$ cat config.mk
export PLATFORM = sky130hd
export DESIGN_NAME = ioctl_download_seq
export DESIGN_NICKNAME = d
export VERILOG_FILES = /design/src/rtl/ioctl_download_seq.sv
export SDC_FILE = /design/constraint.sdc
export NUM_CORES = 1
export LEC_CHECK = 0
export ABC_CLOCK_PERIOD_IN_PS = 2700
export BUFFER_PORTS_ARGS = -buffer_cell sky130_fd_sc_hd__buf_2
export CAP_MARGIN = 0
export CORE_MARGIN = 2
export CORE_UTILIZATION = 30
export DETAILED_ROUTE_END_ITERATION = 10
export GPL_ROUTABILITY_DRIVEN = 0
export PLACE_DENSITY = 0.5
export SKIP_LAST_GASP = 1
export SYNTH_ARGS = -nofsm -noshare
export SYNTH_HDL_FRONTEND = slang
export SYNTH_SLANG_ARGS = --single-unit
$ cat constraint.sdc
create_clock -name clk_sys -period 2.7 [get_ports clk_sys]
set_clock_uncertainty 0.2 [all_clocks]
set_input_delay 0 -clock clk_sys [delete_from_list [all_inputs] [get_ports clk_sys]]
set_output_delay 0 -clock clk_sys [all_outputs]
set_load 0.005 [all_outputs]
$ cat src/rtl/ioctl_download_seq.sv
// rtl/ioctl_download_seq.sv - replays a valid/ready byte stream onto an hps_io-style ioctl download bus
// Optional IOCTL_CHECKSUM_EN adds a 16-bit running sum of written bytes on port checksum.
module ioctl_download_seq #(
  parameter int SETUP_CYCLES = 2,
  parameter int WR_GAP       = 3
) (
  input  logic        clk_sys,
  input  logic        reset_n,
  input  logic        start,
  input  logic [7:0]  index,
  input  logic [24:0] length,
  input  logic        src_valid,
  input  logic [7:0]  src_data,
  output logic        src_ready,
  output logic        ioctl_download,
  output logic        ioctl_wr,
  output logic [24:0] ioctl_addr,
  output logic [7:0]  ioctl_dout,
  output logic [7:0]  ioctl_index,
  input  logic        ioctl_wait,
  output logic        busy,
`ifdef IOCTL_CHECKSUM_EN
  output logic        done,
  output logic [15:0] checksum
`else
  output logic        done
`endif
);

  typedef enum logic [2:0] {
    S_IDLE,
    S_SETUP,
    S_FETCH,
    S_WRITE,
    S_INC,
    S_GAP,
    S_TAIL,
    S_DONE
  } state_t;

  localparam logic [15:0] SETUP_LAST = 16'(SETUP_CYCLES - 1);
  localparam logic [15:0] GAP_LAST   = 16'((WR_GAP > 0) ? (WR_GAP - 1) : 0);

  state_t      state_q;
  logic [15:0] timer_q;
  logic [24:0] length_q;
  logic [24:0] count_q;
  logic [24:0] addr_q;
  logic [7:0]  dout_q;
  logic [7:0]  index_q;
  logic        src_ready_q;
  logic        download_q;
  logic        wr_q;
  logic        busy_q;
  logic        done_q;

  logic [24:0] count_d;
  logic        last_byte;

  assign count_d   = count_q + 25'd1;
  assign last_byte = (count_d == length_q);

  assign src_ready      = src_ready_q;
  assign ioctl_download = download_q;
  assign ioctl_wr       = wr_q;
  assign ioctl_addr     = addr_q;
  assign ioctl_dout     = dout_q;
  assign ioctl_index    = index_q;
  assign busy           = busy_q;
  assign done           = done_q;

  always_ff @(posedge clk_sys or negedge reset_n) begin
    if (!reset_n) begin
      state_q     <= S_IDLE;
      timer_q     <= '0;
      length_q    <= '0;
      count_q     <= '0;
      addr_q      <= '0;
      dout_q      <= '0;
      index_q     <= '0;
      src_ready_q <= 1'b0;
      download_q  <= 1'b0;
      wr_q        <= 1'b0;
      busy_q      <= 1'b0;
      done_q      <= 1'b0;
    end else begin
      wr_q   <= 1'b0;
      done_q <= 1'b0;
      case (state_q)
        S_IDLE: begin
          if (start) begin
            index_q    <= index;
            length_q   <= length;
            count_q    <= '0;
            addr_q     <= '0;
            timer_q    <= '0;
            busy_q     <= 1'b1;
            download_q <= 1'b1;
            state_q    <= S_SETUP;
          end
        end
        S_SETUP: begin
          if (timer_q == SETUP_LAST) begin
            timer_q <= '0;
            if (length_q == 25'd0) begin
              state_q <= S_TAIL;
            end else begin
              src_ready_q <= 1'b1;
              state_q     <= S_FETCH;
            end
          end else begin
            timer_q <= timer_q + 16'd1;
          end
        end
        S_FETCH: begin
          // Address moves only here so addr/dout stay put from the strobe to the next accept.
          if (src_valid && src_ready_q) begin
            dout_q      <= src_data;
            addr_q      <= count_q;
            src_ready_q <= 1'b0;
            state_q     <= S_WRITE;
          end
        end
        S_WRITE: begin
          if (!ioctl_wait) begin
            wr_q    <= 1'b1;
            state_q <= S_INC;
          end
        end
        S_INC: begin
          count_q <= count_d;
          timer_q <= '0;
          if (last_byte) begin
            state_q <= S_TAIL;
          end else if (WR_GAP == 0) begin
            src_ready_q <= 1'b1;
            state_q     <= S_FETCH;
          end else begin
            state_q <= S_GAP;
          end
        end
        S_GAP: begin
          if (timer_q == GAP_LAST) begin
            timer_q     <= '0;
            src_ready_q <= 1'b1;
            state_q     <= S_FETCH;
          end else begin
            timer_q <= timer_q + 16'd1;
          end
        end
        S_TAIL: begin
          // ioctl_wait is deliberately ignored here; the tail length is fixed.
          if (timer_q == SETUP_LAST) begin
            timer_q    <= '0;
            download_q <= 1'b0;
            busy_q     <= 1'b0;
            done_q     <= 1'b1;
            state_q    <= S_DONE;
          end else begin
            timer_q <= timer_q + 16'd1;
          end
        end
        S_DONE: begin
          state_q <= S_IDLE;
        end
        default: begin
          state_q <= S_IDLE;
        end
      endcase
    end
  end

`ifdef IOCTL_CHECKSUM_EN
  logic [15:0] csum_q;

  assign checksum = csum_q;

  always_ff @(posedge clk_sys or negedge reset_n) begin
    if (!reset_n) begin
      csum_q <= '0;
    end else if (state_q == S_IDLE && start) begin
      csum_q <= '0;
    end else if (state_q == S_WRITE && !ioctl_wait) begin
      csum_q <= csum_q + {8'd0, dout_q};
    end
  end
`endif

endmodule

== Word level (Yosys, flattened, before mapping) ==
Index checks and enable logic that the tools add are counted.

* Reductions and logical operators: 17
* Equal/unequal tests: 17
* Multiplexer cells: 29
* $add $sub $neg: 2

{| class="wikitable"
|+ Operators with widths
! cell !! number
|-
| one-hot mux 25 bit (2 select lines) || 2
|-
| one-hot mux 16 bit (4 select lines) || 1
|-
| two-way mux 25 bit || 2
|-
| two-way mux 16 bit || 3
|-
| adder 25 x 1 -> 25 bit (second input constant) || 1
|-
| == test 25 bit || 1
|-
| zero test 25 bit || 1
|-
| one-hot mux 3 bit (8 select lines) || 1
|-
| two-way mux 3 bit || 7
|-
| adder 16 x 1 -> 16 bit (second input constant) || 1
|-
| == test 16 x 1 -> 1 bit (second input constant) || 1
|-
| == test 16 x 2 -> 1 bit (second input constant) || 1
|-
| != test 2 bit (second input constant) || 7
|-
| == test 3 bit (second input constant) || 4
|-
| two-way mux 1 bit || 10
|-
| AND reduction 2 bit || 4
|-
| == test 3 x 2 -> 1 bit (second input constant) || 2
|-
| AND reduction 3 bit || 2
|-
| AND reduction 6 bit || 1
|-
| nonzero test 2 bit || 3
|-
| AND reduction 5 bit || 1
|-
| nonzero test 4 bit || 1
|-
| == test 3 x 1 -> 1 bit (second input constant) || 1
|-
| zero test 3 bit || 1
|-
| other kinds (6) || 6
|}

* Register bits: 114
* Bits of input ports: 46
* Output and inout bits: 46

== Longest topological paths before layout ==
Gate-level depths: netlist (run 1).

* Depth after elaboration: 4
* Mapped depth: 10
* Mapped depth without buffers: 9

== Least setup slack after synthesis (run 1) ==
Ideal clock, no wire load.

* Path type: flip-flop to flip-flop
* From: register count_q[0]
* To: register state_q[1]
* Setup time: 0.073 ns
* Path buffers: 0
* Path slack: -0.098 ns
* Stages on the path, launching flop included: 10
* Arrival: 2.525 ns
* Period minus slack after synthesis: 2.798 ns
* Required time: 2.427 ns
* Cells stage by stage: dfrtp_1 > ha_1 > nand4_1 > nor4_1 > nand3_1 > xnor2_1 > a211oi_1 > nand4b_1 > or3_1 > a21oi_2

* Cells in the longest elaborated chain, start to end: 4

{| class="wikitable"
|+ Ends and longest elaborated chain
! element !! line !! text
|-
| start: declaration || 47 || <nowiki>logic [24:0] count_q;</nowiki>
|-
| start signal: assignment || 131 || <nowiki>count_q <= count_d;</nowiki>
|-
| adder 25 x 1 -> 25 bit || 60 || <nowiki>assign count_d = count_q + 25'd1;</nowiki>
|-
| == test 25 bit || 61 || <nowiki>assign last_byte = (count_d == length_q);</nowiki>
|-
| two-way mux 2 bit || 133 || <nowiki>if (last_byte) begin</nowiki>
|-
| one-hot mux 3 bit (8 select lines) || 89 || <nowiki>case (state_q)</nowiki>
|-
| end signal: assignment || 134 || <nowiki>state_q <= S_TAIL;</nowiki>
|-
| end signal: assignment || 137 || <nowiki>state_q <= S_FETCH;</nowiki>
|-
| end signal: assignment || 139 || <nowiki>state_q <= S_GAP;</nowiki>
|-
| end: declaration || 44 || <nowiki>state_t state_q;</nowiki>
|}

Every way passes these cells.
A chain may end at the register's enable or synchronous reset.

== Worst setup path after layout (run 1) ==
Ends and elaborated chain as after synthesis.

==> impl_results.md, run 1 <==
- Top cells by area, synth: sky130_fd_sc_hd__dfrtp_1 (48%), sky130_fd_sc_hd__mux2_2 (7.6%), sky130_fd_sc_hd__o21ai_0 (5.9%), sky130_fd_sc_hd__nand2_1 (5.5%), sky130_fd_sc_hd__xnor2_1 (3.4%)
- Total number of yosys warnings: 0
- Number of DRC markers after the initial detailed-route iteration: 277
- Met2 Usage GRT: 25.7%
- Slowest Stage Delay on Critical Path: 0.41 ns
- Fraction of layout cells with a size suffix above 1: 31.9%
- Average cell area after synthesis: 9.75 µm²
- Post-detailed-route via-to-cell ratio: 4.93
- Die span in y: 145 µm
- Later-pin clock latency in the skew report: 0.42 ns
- Cell Count, Final, Fillers Out: 1,078
- Area growth from synthesis to final layout: 41.0%
- Worst R2R Start: count_q[0]$_DFFE_PN0P_
- Count of max-cap constraint violations: 0
- Total grt overflow: 0
- Worst vdd ir: 0.499 mV
- Net switching power: 2.40 mW
- Design area: 0.00838 mm²
- Overall die area: 0.0209 mm²
- Deepest level of the CTS H-tree: 4
- ANT cells: 0
- Mapped Cells: 609
- GR Layer Usage met3: 3.49%
- Critical Path Start: count_q[0]$_DFFE_PN0P_
- Post-route DRC violation count: 0
- Power per unit of standard cell area: 879 mW/mm²
- Static leakage: 3.69 nW
- Post-synth top area cell: sky130_fd_sc_hd__dfrtp_1
- Top delay family on crit path: simple AND/OR/NAND/NOR gates
- Post-route antenna net violation count: 0
- Placement-stage cell area: 0.00709 mm²
- Grt peak-use layer: met2
- Overall routing resource usage: 17.1%
- Switching part of the total power: 32.6%
- Total of endpoints with negative setup slack in the final report: 0
- Worst path required time: 2.85 ns
- Share of power burned in the clock network: 34.3%
- Number of slew-limit violations in the final report: 0
- Setup slack on the worst flop-to-flop path: 0.03 ns
- Gate power share: 31.2%
- Overall via count from detail_route: 5,310
- Cell area after technology mapping: 0.00594 mm²
- Starting density of the core: 30.5%
- Cell occurring most often along the worst timing path: sky130_fd_sc_hd__or3_1
- Root buffer selected by CTS: sky130_fd_sc_hd__clkbuf_16
- Unrepaired setup endpoints after global routing: true
- Final wirelength: 16.9 mm
- Max-Slew Margin vs Limit: 51.8%
- Count of unique library cells instantiated by Yosys: 62
- DRT Pass-1 Iters: 4
- Type of the worst min-delay path: input pin to register
- Outcome: finished clean
- Crit Path Max Fanout: 4
- Worst flop-to-flop path endpoint: state_q[1]$_DFFE_PN0P_
- Final Hold Violating Endpoints: 0
- Clock tree from TritonCTS: yes
- Number of synthesized flops with an enable pin: 0
- Buffers and inverters on the worst path: 1
- Startpoint kind of the worst setup timing path: register
- Most frequently used flop master after synthesis: sky130_fd_sc_hd__dfrtp_1
- Number of cells on the critical path: 10
- Register share of total power: 34.5%
- Number of I/O port buffers: 91
- Clock slew seen by the registers of the worst setup and hold paths: 0.05 ns
- Clock buffer count from CTS: 17
- Total instance count after detailed placement: 990
- Min Tclk post-route: 2.67 ns
- Critical path endpoint category: register
- Die span in x: 145 µm
- Register area share after synthesis: 48.0%
- Placeable core region: 0.0195 mm²
- Highest achievable clock rate: 375 MHz
- Initial antenna violation count: 0
- Number of clock sinks: 114
- Net Count, Synth: 659
- Cell count of the worst reg-to-reg path: 10
- Final layout net count: 850
- CP max-delay cell: sky130_fd_sc_hd__or3_1
- Row count: 51
- Number of top-level pins: 92
- Wire length of the first global-routing pass: 27.7 mm
- End point of the critical path: state_q[1]$_DFFE_PN0P_
- Vias in the first global route: 5,353
- Ys async rst share: 100%
- Maximum number of pins on one net before global-route repair: 57
- Critical path data arrival time: 2.82 ns
- Maximum number of buffers from clock root to sink: 2
- Post-detail-place hpwl: 11.9 mm
- Actual transition at the worst max-transition pin: 0.722 ns
- Share of the clock period used by the worst path after layout: 98.9%
- Routed WL per cell: 15.7 µm
- Global Route met1 Usage: 23.6%
- Kind of critical path: register to register
- Cell breakdown of the critical path: ha_4, nand3_1, buf_4, or3_1, o21ai_0, nand4_1, nor3_1, nand4b_1, or3_1, a21oi_2
- FF+latch count, synth: 114
- Proportion of netlist area held by the largest area contributor: 48.0%
- Internal power: 4.97 mW
## layout make-up
type | instances | area [µm²]
inverter | 7 | 26.3
sequential | 114 | 2860
multi-input combinational | 448 | 2950
tap | 265 | 332
clock buffer | 20 | 467
timing repair buffer | 212 | 1540
fill | 1865 | 11100
clock inverter | 12 | 204
## cells in the final DEF (no fill, tap or decap), types with 6 or more instances in the layout
master | netlist | final
sky130_fd_sc_hd__a21oi_1 | 12 | 12
sky130_fd_sc_hd__nand4_1 | 13 | 13
sky130_fd_sc_hd__o21ai_0 | 70 | 70
sky130_fd_sc_hd__xor2_1 | 18 | 18
sky130_fd_sc_hd__nand2_1 | 87 | 87
sky130_fd_sc_hd__dfrtp_1 | 114 | 108
sky130_fd_sc_hd__o31ai_1 | 12 | 12
sky130_fd_sc_hd__mux2_2 | 40 | 40
sky130_fd_sc_hd__xnor2_1 | 23 | 23
sky130_fd_sc_hd__buf_4 | 7 | 65
sky130_fd_sc_hd__nor3_1 | 12 | 12
sky130_fd_sc_hd__clkbuf_16 | 0 | 17
sky130_fd_sc_hd__nor2_1 | 34 | 34
sky130_fd_sc_hd__a31oi_1 | 6 | 6
sky130_fd_sc_hd__dlygate4sd3_1 | 0 | 54
sky130_fd_sc_hd__inv_1 | 7 | 7
sky130_fd_sc_hd__clkinvlp_4 | 0 | 6
sky130_fd_sc_hd__buf_2 | 5 | 90
sky130_fd_sc_hd__dfrtp_2 | 0 | 6
sky130_fd_sc_hd__nor4_1 | 15 | 13
sky130_fd_sc_hd__nand3_1 | 22 | 20
## cells by family (layout without fill, tap and decap cells)
logic type / Yosys count / in the layout / share of synthesized area, %
fa+ha+maj: 4 / 4 / 0.842
simple gates: 230 / 230 / 20.1
xor+xnor: 42 / 42 / 6.42
flops: 114 / 114 / 48.0
buf+inv: 47 / 251 / 3.54
mux: 42 / 42 / 7.92
compound gates: 130 / 130 / 13.1
## routing by layer
| layer | vias up | part of all wire [%] |
|---|---|---|
| met2 | 170 | 44 |
| met5 | - | 0 |
| li1 | 2574 | - |
| met1 | 2534 | 48 |
| met3 | 32 | 5.5 |
| met4 | 0 | 2.5 |
## synth_stat cells, drive strengths merged (3+ instances only)
cell,instances
ha,4
xnor2,23
and3,5
clkbuf,26
or4,5
xor2,18
o31ai,13
nand2,87
nor2b,6
nor4,17
inv,7
o41ai,4
a31oi,6
nand4,15
or3,4
nor3,12
nor2,34
nand2b,5
a21oi,13
nand3,23
and2,3
nor3b,6
mux2,40
o21ai,72
dfrtp,114
buf,14
a21o,5
## state kept, by name (all words and copies together), names as in the netlist
register,cells
timer_q,16
state_q,3
length_q,25
ioctl_addr,25
busy,1
ioctl_index,8
count_q,25
ioctl_dout,8
src_ready,1
ioctl_wr,1
done,1
## metrics by stage
stage / hold slack, ns / setup WS (ns) / power (mW) / utilization [%] / TNS (ns)
4_1_cts: 0.0847 / 0.00554 / 7.41 / 42.9 / 0
5_1_grt: 0.102 / -0.0874 / 7.82 / 43.1 / -0.141
6_report: 0.107 / 0.0306 / 7.37 / 43.1 / 0
3_3_place_gp: -0.201 / -0.0494 / 4.62 / 36.4 / -0.0494
3_5_place_dp: -0.185 / -0.0822 / 4.69 / 36.4 / -0.121
2_1_floorplan: -0.496 / 0.0131 / 3.91 / - / 0
## worst min-delay path by stage
stage / startpoint / endpoint / slack [ns] / depth (start not counted)
final: ioctl_wait / ioctl_wr$_DFF_PN0_ / 0.11 / 3
after global routing: ioctl_wait / ioctl_wr$_DFF_PN0_ / 0.10 / 3
after CTS: ioctl_wait / ioctl_wr$_DFF_PN0_ / 0.08 / 3
after detailed placement: reset_n / length_q[8]$_DFFE_PN0P_ / -0.19 / 1
after global placement: reset_n / length_q[4]$_DFFE_PN0P_ / -0.20 / 1
after floorplan: reset_n / busy$_DFFE_PN0P_ / -0.50 / 0
## worst register-to-register path: cells and delay by family (launching register included)
kind | cells | cell delay [ns]
compound gates | 2 | 0.26
buf+inv | 1 | 0.19
flops | 1 | 0.38
simple gates | 6 | 1.42
fa+ha+maj | 1 | 0.15
## power groups by stage
| stage | Combinational [mW] | Clock (mW) | Sequential [mW] |
|---|---|---|---|
| floorplan | 1.47 | 0 | 2.44 |
| global placement | 2.08 | 0 | 2.54 |
| detailed placement | 2.13 | 0 | 2.56 |
| CTS | 2.28 | 2.59 | 2.54 |
| global route | 2.54 | 2.68 | 2.60 |
| finish | 2.30 | 2.53 | 2.54 |
## timing repair
| action | 4_1_cts | 5_1_grt |
|---|---|---|
| pin swaps | 1 | 2 |
| endpoints found under the setup margin | 2 | 10 |
| hold buffers | 55 | 0 |
| setup buffers | 1 | 0 |
| hold endpoints to repair | 162 | 0 |
| resized for setup | 4 | 9 |
Note: power is estimated with default switching activity, not from simulation.
==> inputs of run 2 (changes only) <==
--- a/config.mk
+++ b/config.mk
@@ -8,6 +8,7 @@
 export ABC_CLOCK_PERIOD_IN_PS = 2700
 export BUFFER_PORTS_ARGS = -buffer_cell sky130_fd_sc_hd__buf_2
 export CAP_MARGIN = 0
+export CORE_ASPECT_RATIO = 1.1
 export CORE_MARGIN = 2
 export CORE_UTILIZATION = 30
 export DETAILED_ROUTE_END_ITERATION = 10
==> impl_results.md, run 2 (synthesized netlist as in run 1, its figures left out) <==
- Number of slew-limit violations in the final report: 0
- Post-detailed-route via-to-cell ratio: 4.97
- Overall via count from detail_route: 5,226
- Critical path endpoint category: register
- Placement-stage cell area: 0.00703 mm²
- Critical path data arrival time: 2.80 ns
- Clock tree from TritonCTS: yes
- Post-detail-place hpwl: 11.3 mm
- Overall die area: 0.0209 mm²
- Slowest Stage Delay on Critical Path: 0.38 ns
- Initial antenna violation count: 0
- Die span in x: 138 µm
- Die span in y: 152 µm
- Min Tclk post-route: 2.65 ns
- Gate power share: 31.4%
- Wire length of the first global-routing pass: 26.7 mm
- Net switching power: 2.35 mW
- Total grt overflow: 0
- Unrepaired setup endpoints after global routing: true
- Routed WL per cell: 15.5 µm
- Worst vdd ir: 0.474 mV
- Static leakage: 3.62 nW
- Vias in the first global route: 5,144
- Leading cell types in the layout, fill and taps excluded: sky130_fd_sc_hd__dfrtp_1 (109), sky130_fd_sc_hd__buf_2 (90), sky130_fd_sc_hd__nand2_1 (86)
- Leading cell type in the layout, fill and taps excluded: sky130_fd_sc_hd__dfrtp_1
- Count of max-cap constraint violations: 0
- Final core utilization: 42.8%
- Worst path required time: 2.84 ns
- Worst hold slack: 0.0260 ns
- Count of fill cells added during filler insertion: 1,860
- Power per unit of standard cell area: 879 mW/mm²
- ANT cells: 0
- CP max-delay cell: sky130_fd_sc_hd__dfrtp_2
- Placeable core region: 0.0193 mm²
- Internal power: 4.91 mW
- Final WS setup: 0.0482 ns
- Share of power burned in the clock network: 33.6%
- Post-route antenna net violation count: 0
- Number of DRC markers after the initial detailed-route iteration: 301
- Final Hold Violating Endpoints: 0
- Fraction of layout cells with a size suffix above 1: 31.2%
- Deepest level of the CTS H-tree: 4
- Final total negative setup slack: 0 ns
- Clock buffer count from CTS: 17
- DP Worst Slack: -0.0646 ns
- Number of clock sinks: 114
- Outcome: finished clean
- Design area: 0.00826 mm²
- Startpoint kind of the worst setup timing path: register
- Root buffer selected by CTS: sky130_fd_sc_hd__clkbuf_16
- Area taken by multi-input logic gates: 0.00295 mm²
- DRT Pass-1 Iters: 5
- Area growth from synthesis to final layout: 39.0%
- Highest achievable clock rate: 377 MHz
- Final layout net count: 842
- Row count: 53
- Register share of total power: 35.0%
- Number of I/O port buffers: 91
- Clock slew seen by the registers of the worst setup and hold paths: 0.05 ns
- Cell Count, Final, Fillers Out: 1,052
- Total instance count after detailed placement: 965
- Final wirelength: 16.3 mm
- Later-pin clock latency in the skew report: 0.41 ns
- Switching part of the total power: 32.4%
- Kind of critical path: register to register
- Crit Path Max Fanout: 3
- Post-route DRC violation count: 0
- Maximum number of pins on one net before global-route repair: 115
- Overall routing resource usage: 16.0%
- Type of the worst min-delay path: input pin to asynchronous set/reset pin
- Starting density of the core: 30.8%
- Share of the clock period used by the worst path after layout: 98.2%
- Maximum number of buffers from clock root to sink: 2
- Max-Slew Margin vs Limit: 28.4%
- Number of top-level pins: 92
- Total of endpoints with negative setup slack in the final report: 0
- Sum of internal, switching and leakage power: 7.25 mW
- Actual transition at the worst max-transition pin: 1.07 ns
- Sequential cell area: 0.00286 mm²
- Cell breakdown of the critical path: ha_4, nand4_1, buf_4, nor4_2, buf_4, nand3_1, or3_1, a31oi_1, nand4b_1, or3_1, a21oi_2
==> run 2: changes by cell type in the layout (fill, tap and decap cells not counted), sizes merged <==
cell | before | now
clkinvlp | 6 | 1
dlygate4sd3 | 54 | 53
clkinv | 1 | 4
buf | 158 | 151
clkbuf | 20 | 22
==> run 2: power by group through the flow <==
stage          sequential [mW]  clock, mW  combinational (mW)
2_1_floorplan             2.44          0                1.47
4_1_cts                   2.53       2.52                2.28
3_3_place_gp              2.54          0                2.09
3_5_place_dp              2.56          0                2.12
5_1_grt                   2.59       2.58                2.53
6_report                  2.54       2.44                2.28
==> run 2: cell type report <==
| cell class | count | area share, % |
|---|---|---|
| clock inverter | 10 | 2.20 |
| inverter | 7 | 0.318 |
| clock buffer | 22 | 5.50 |
| sequential | 114 | 34.6 |
| multi-input combinational | 448 | 35.7 |
| timing repair buffer | 204 | 17.9 |
| tap | 247 | 3.74 |
==> run 2: final timing paths <==
path,end,cells after the start,start,slack (ns)
min in group clk_sys,ioctl_wr$_DFF_PN0_,3,ioctl_wait,0.13
max in group asynchronous,count_q[0]$_DFFE_PN0P_,3,reset_n,1.81
max reg2reg,state_q[1]$_DFFE_PN0P_,11,count_q[0]$_DFFE_PN0P_,0.05
min reg2reg,ioctl_addr[23]$_DFFE_PN0P_,2,ioctl_addr[23]$_DFFE_PN0P_,0.27
min,length_q[7]$_DFFE_PN0P_,3,reset_n,0.03
max,state_q[1]$_DFFE_PN0P_,11,count_q[0]$_DFFE_PN0P_,0.05
==> run 2: routing by layer <==
metal / global-route usage [%] / wire length [µm]
met5: 0 / 0
met4: 5.87 / 216
met3: 3.46 / 677
met2: 25.5 / 7530
met1: 21.7 / 7900
==> run 2: worst max-delay path, delay by kind of cell, from the launching register on <==
family,cells,cell delay (ns)
fa+ha+maj,1,0.16
buf+inv,2,0.36
simple gates,6,1.22
compound gates,2,0.26
flops,1,0.38
==> run 2: timing repair <==
| item | CTS | global route |
|---|---|---|
| resized for setup | 3 | 11 |
| endpoints found under the setup margin | 1 | 10 |
| hold buffers | 53 | 0 |
| pin swaps | 1 | 6 |
| hold endpoints to repair | 161 | 0 |
| buffers inserted | 1 | 1 |
==> inputs of run 3 (changes only) <==
--- a/config.mk
+++ b/config.mk
@@ -13,6 +13,7 @@
 export CORE_UTILIZATION = 30
 export DETAILED_ROUTE_END_ITERATION = 10
 export GPL_ROUTABILITY_DRIVEN = 0
+export MAX_ROUTING_LAYER = met4
 export PLACE_DENSITY = 0.5
 export SKIP_LAST_GASP = 1
 export SYNTH_ARGS = -nofsm -noshare
==> impl_results.md, run 3 (synthesized netlist as in run 1, its figures left out) <==
- DRT Pass-1 Iters: 5
- Share of the clock period used by the worst path after layout: 97.0%
- Cell Count, Final, Fillers Out: 1,053
- Outcome: finished clean
- Clock buffer count from CTS: 17
- Leading cell types in the layout, fill and taps excluded: sky130_fd_sc_hd__dfrtp_1 (109), sky130_fd_sc_hd__buf_2 (90), sky130_fd_sc_hd__nand2_1 (86)
- CP max-delay cell: sky130_fd_sc_hd__or3_1
- Root buffer selected by CTS: sky130_fd_sc_hd__clkbuf_16
- Final WS setup: 0.0806 ns
- Kind of critical path: register to register
- Number of clock sinks: 114
- Actual transition at the worst max-transition pin: 1.07 ns
- Type of the worst min-delay path: input pin to asynchronous set/reset pin
- Post-detailed-route via-to-cell ratio: 4.93
- Count of max-cap constraint violations: 0
- Slowest Stage Delay on Critical Path: 0.40 ns
- Cell breakdown of the critical path: ha_4, nand4_1, buf_4, buf_4, nor3_2, buf_4, xor2_1, o31ai_2, o21ai_1, or3_1, a21oi_2
- Leading cell type in the layout, fill and taps excluded: sky130_fd_sc_hd__dfrtp_1
- Area growth from synthesis to final layout: 39.2%
- Worst R2R Start: count_q[0]$_DFFE_PN0P_
- Unrepaired setup endpoints after global routing: true
- Maximum number of buffers from clock root to sink: 2
- Total instance count after detailed placement: 965
- Grt peak-use layer: met2
- Total of endpoints with negative setup slack in the final report: 0
- Worst path required time: 2.85 ns
- Global Route met1 Usage: 21.7%
- Later-pin clock latency in the skew report: 0.42 ns
- Vias in the first global route: 5,138
- Maximum number of pins on one net before global-route repair: 115
- Post-route DRC violation count: 0
- Die span in x: 138 µm
- Clock slew seen by the registers of the worst setup and hold paths: 0.05 ns
- Worst vdd ir: 0.475 mV
- Critical Path Start: count_q[0]$_DFFE_PN0P_
- Total grt overflow: 0
- Setup slack on the worst flop-to-flop path: 0.08 ns
- Starting density of the core: 30.8%
- Overall via count from detail_route: 5,193
- Row count: 53
- Final Hold Violating Endpoints: 0
- Highest achievable clock rate: 382 MHz
- Worst hold slack: 0.0271 ns
- Post-route antenna net violation count: 0
- Post-detail-place hpwl: 11.3 mm
- Initial antenna violation count: 0
- Fraction of layout cells with a size suffix above 1: 31.4%
- Critical path endpoint category: register
- Max-Slew Margin vs Limit: 28.6%
- Final wirelength: 16.4 mm
- Wire length of the first global-routing pass: 26.7 mm
- Final layout net count: 843
- Number of DRC markers after the initial detailed-route iteration: 290
- Power per unit of standard cell area: 878 mW/mm²
- Number of I/O port buffers: 91
- Met2 Usage GRT: 25.5%
- Number of top-level pins: 92
- Overall die area: 0.0209 mm²
- Routed WL per cell: 15.5 µm
- Overall routing resource usage: 16.5%
- Critical path data arrival time: 2.77 ns
- Final core utilization: 42.8%
- Startpoint kind of the worst setup timing path: register
- Placeable core region: 0.0193 mm²
- Count of fill cells added during filler insertion: 1,859
- Static leakage: 3.63 nW
- Deepest level of the CTS H-tree: 4
- Final total negative setup slack: 0 ns
- Min Tclk post-route: 2.62 ns
- DP Worst Slack: -0.0646 ns
- GR Layer Usage met3: 3.21%
- Clock tree from TritonCTS: yes
- ANT cells: 0
- Number of slew-limit violations in the final report: 0
- Die span in y: 152 µm
- Cell occurring most often along the worst timing path: sky130_fd_sc_hd__buf_4
- Crit Path Max Fanout: 4
==> run 3: changes by cell type in the layout (fill, tap and decap cells not counted) <==
cell	change
sky130_fd_sc_hd__buf_4	+1
sky130_fd_sc_hd__nor3_1	-1
sky130_fd_sc_hd__nor3_2	+1
==> run 3: layout make-up <==
type	count	area, µm²	share of cell area (%)
Clock buffer	22	454	5.49
Multi-Input combinational cell	448	2950	35.7
Sequential cell	114	2860	34.6
Tap cell	247	309	3.74
Inverter	7	26.3	0.318
Clock inverter	10	181	2.19
Timing Repair Buffer	205	1480	17.9
==> run 3: metrics by stage <==
step | power (mW) | cell area [µm²]
finish | 7.26 | 8270
global route | 7.70 | 8270
CTS | 7.33 | 8210
detailed placement | 4.69 | 7030
global placement | 4.63 | 7030
floorplan | 3.91 | 5960
==> run 3: where the power goes <==
group | internal, mW | switching (mW) | leakage (nW)
Sequential | 2.11 | 0.427 | 1.48
Clock | 1.66 | 0.784 | 0.308
Combinational | 1.14 | 1.14 | 1.84
Total | 4.91 | 2.35 | 3.63
==> run 3: repair_timing <==
item                                   in CTS  in global routing
setup endpoints to repair                   1                 10
hold buffers                               53                  0
pin swaps                                   1                  7
endpoints found under the hold margin     161                  0
cloned                                      0                  0
setup buffers                               1                  2
resized for setup                           3                 12
==> run 3: metal layers <==
metal | wire (µm) | vias up | share of wire [%]
li1 | - | 2546 | -
met1 | 7970 | 2496 | 49
met2 | 7590 | 135 | 46
met3 | 620 | 16 | 3.8
met4 | 199 | 0 | 1.2
met5 | 0 | - | 0
==> run 3: worst max-delay path, delay by kind of cell, from the launching register on <==
family	cells	cell delay, ns
flip-flops	1	0.38
AO/OA/AOI/OAI	3	0.52
buffers and inverters	3	0.49
AND/OR/NAND/NOR	3	0.76
adder cells (fa/ha/maj)	1	0.16
XOR/XNOR	1	0.06
==> run 3: final timing paths <==
path                                                   end  cells past startpoint
min in group clk_sys                    ioctl_wr$_DFF_PN0_                      3
worst min-delay path               length_q[7]$_DFFE_PN0P_                      3
worst max-delay path                state_q[1]$_DFFE_PN0P_                     11
worst min register to register  ioctl_addr[23]$_DFFE_PN0P_                      2
max in group asynchronous           count_q[0]$_DFFE_PN0P_                      3
worst max register to register      state_q[1]$_DFFE_PN0P_                     11
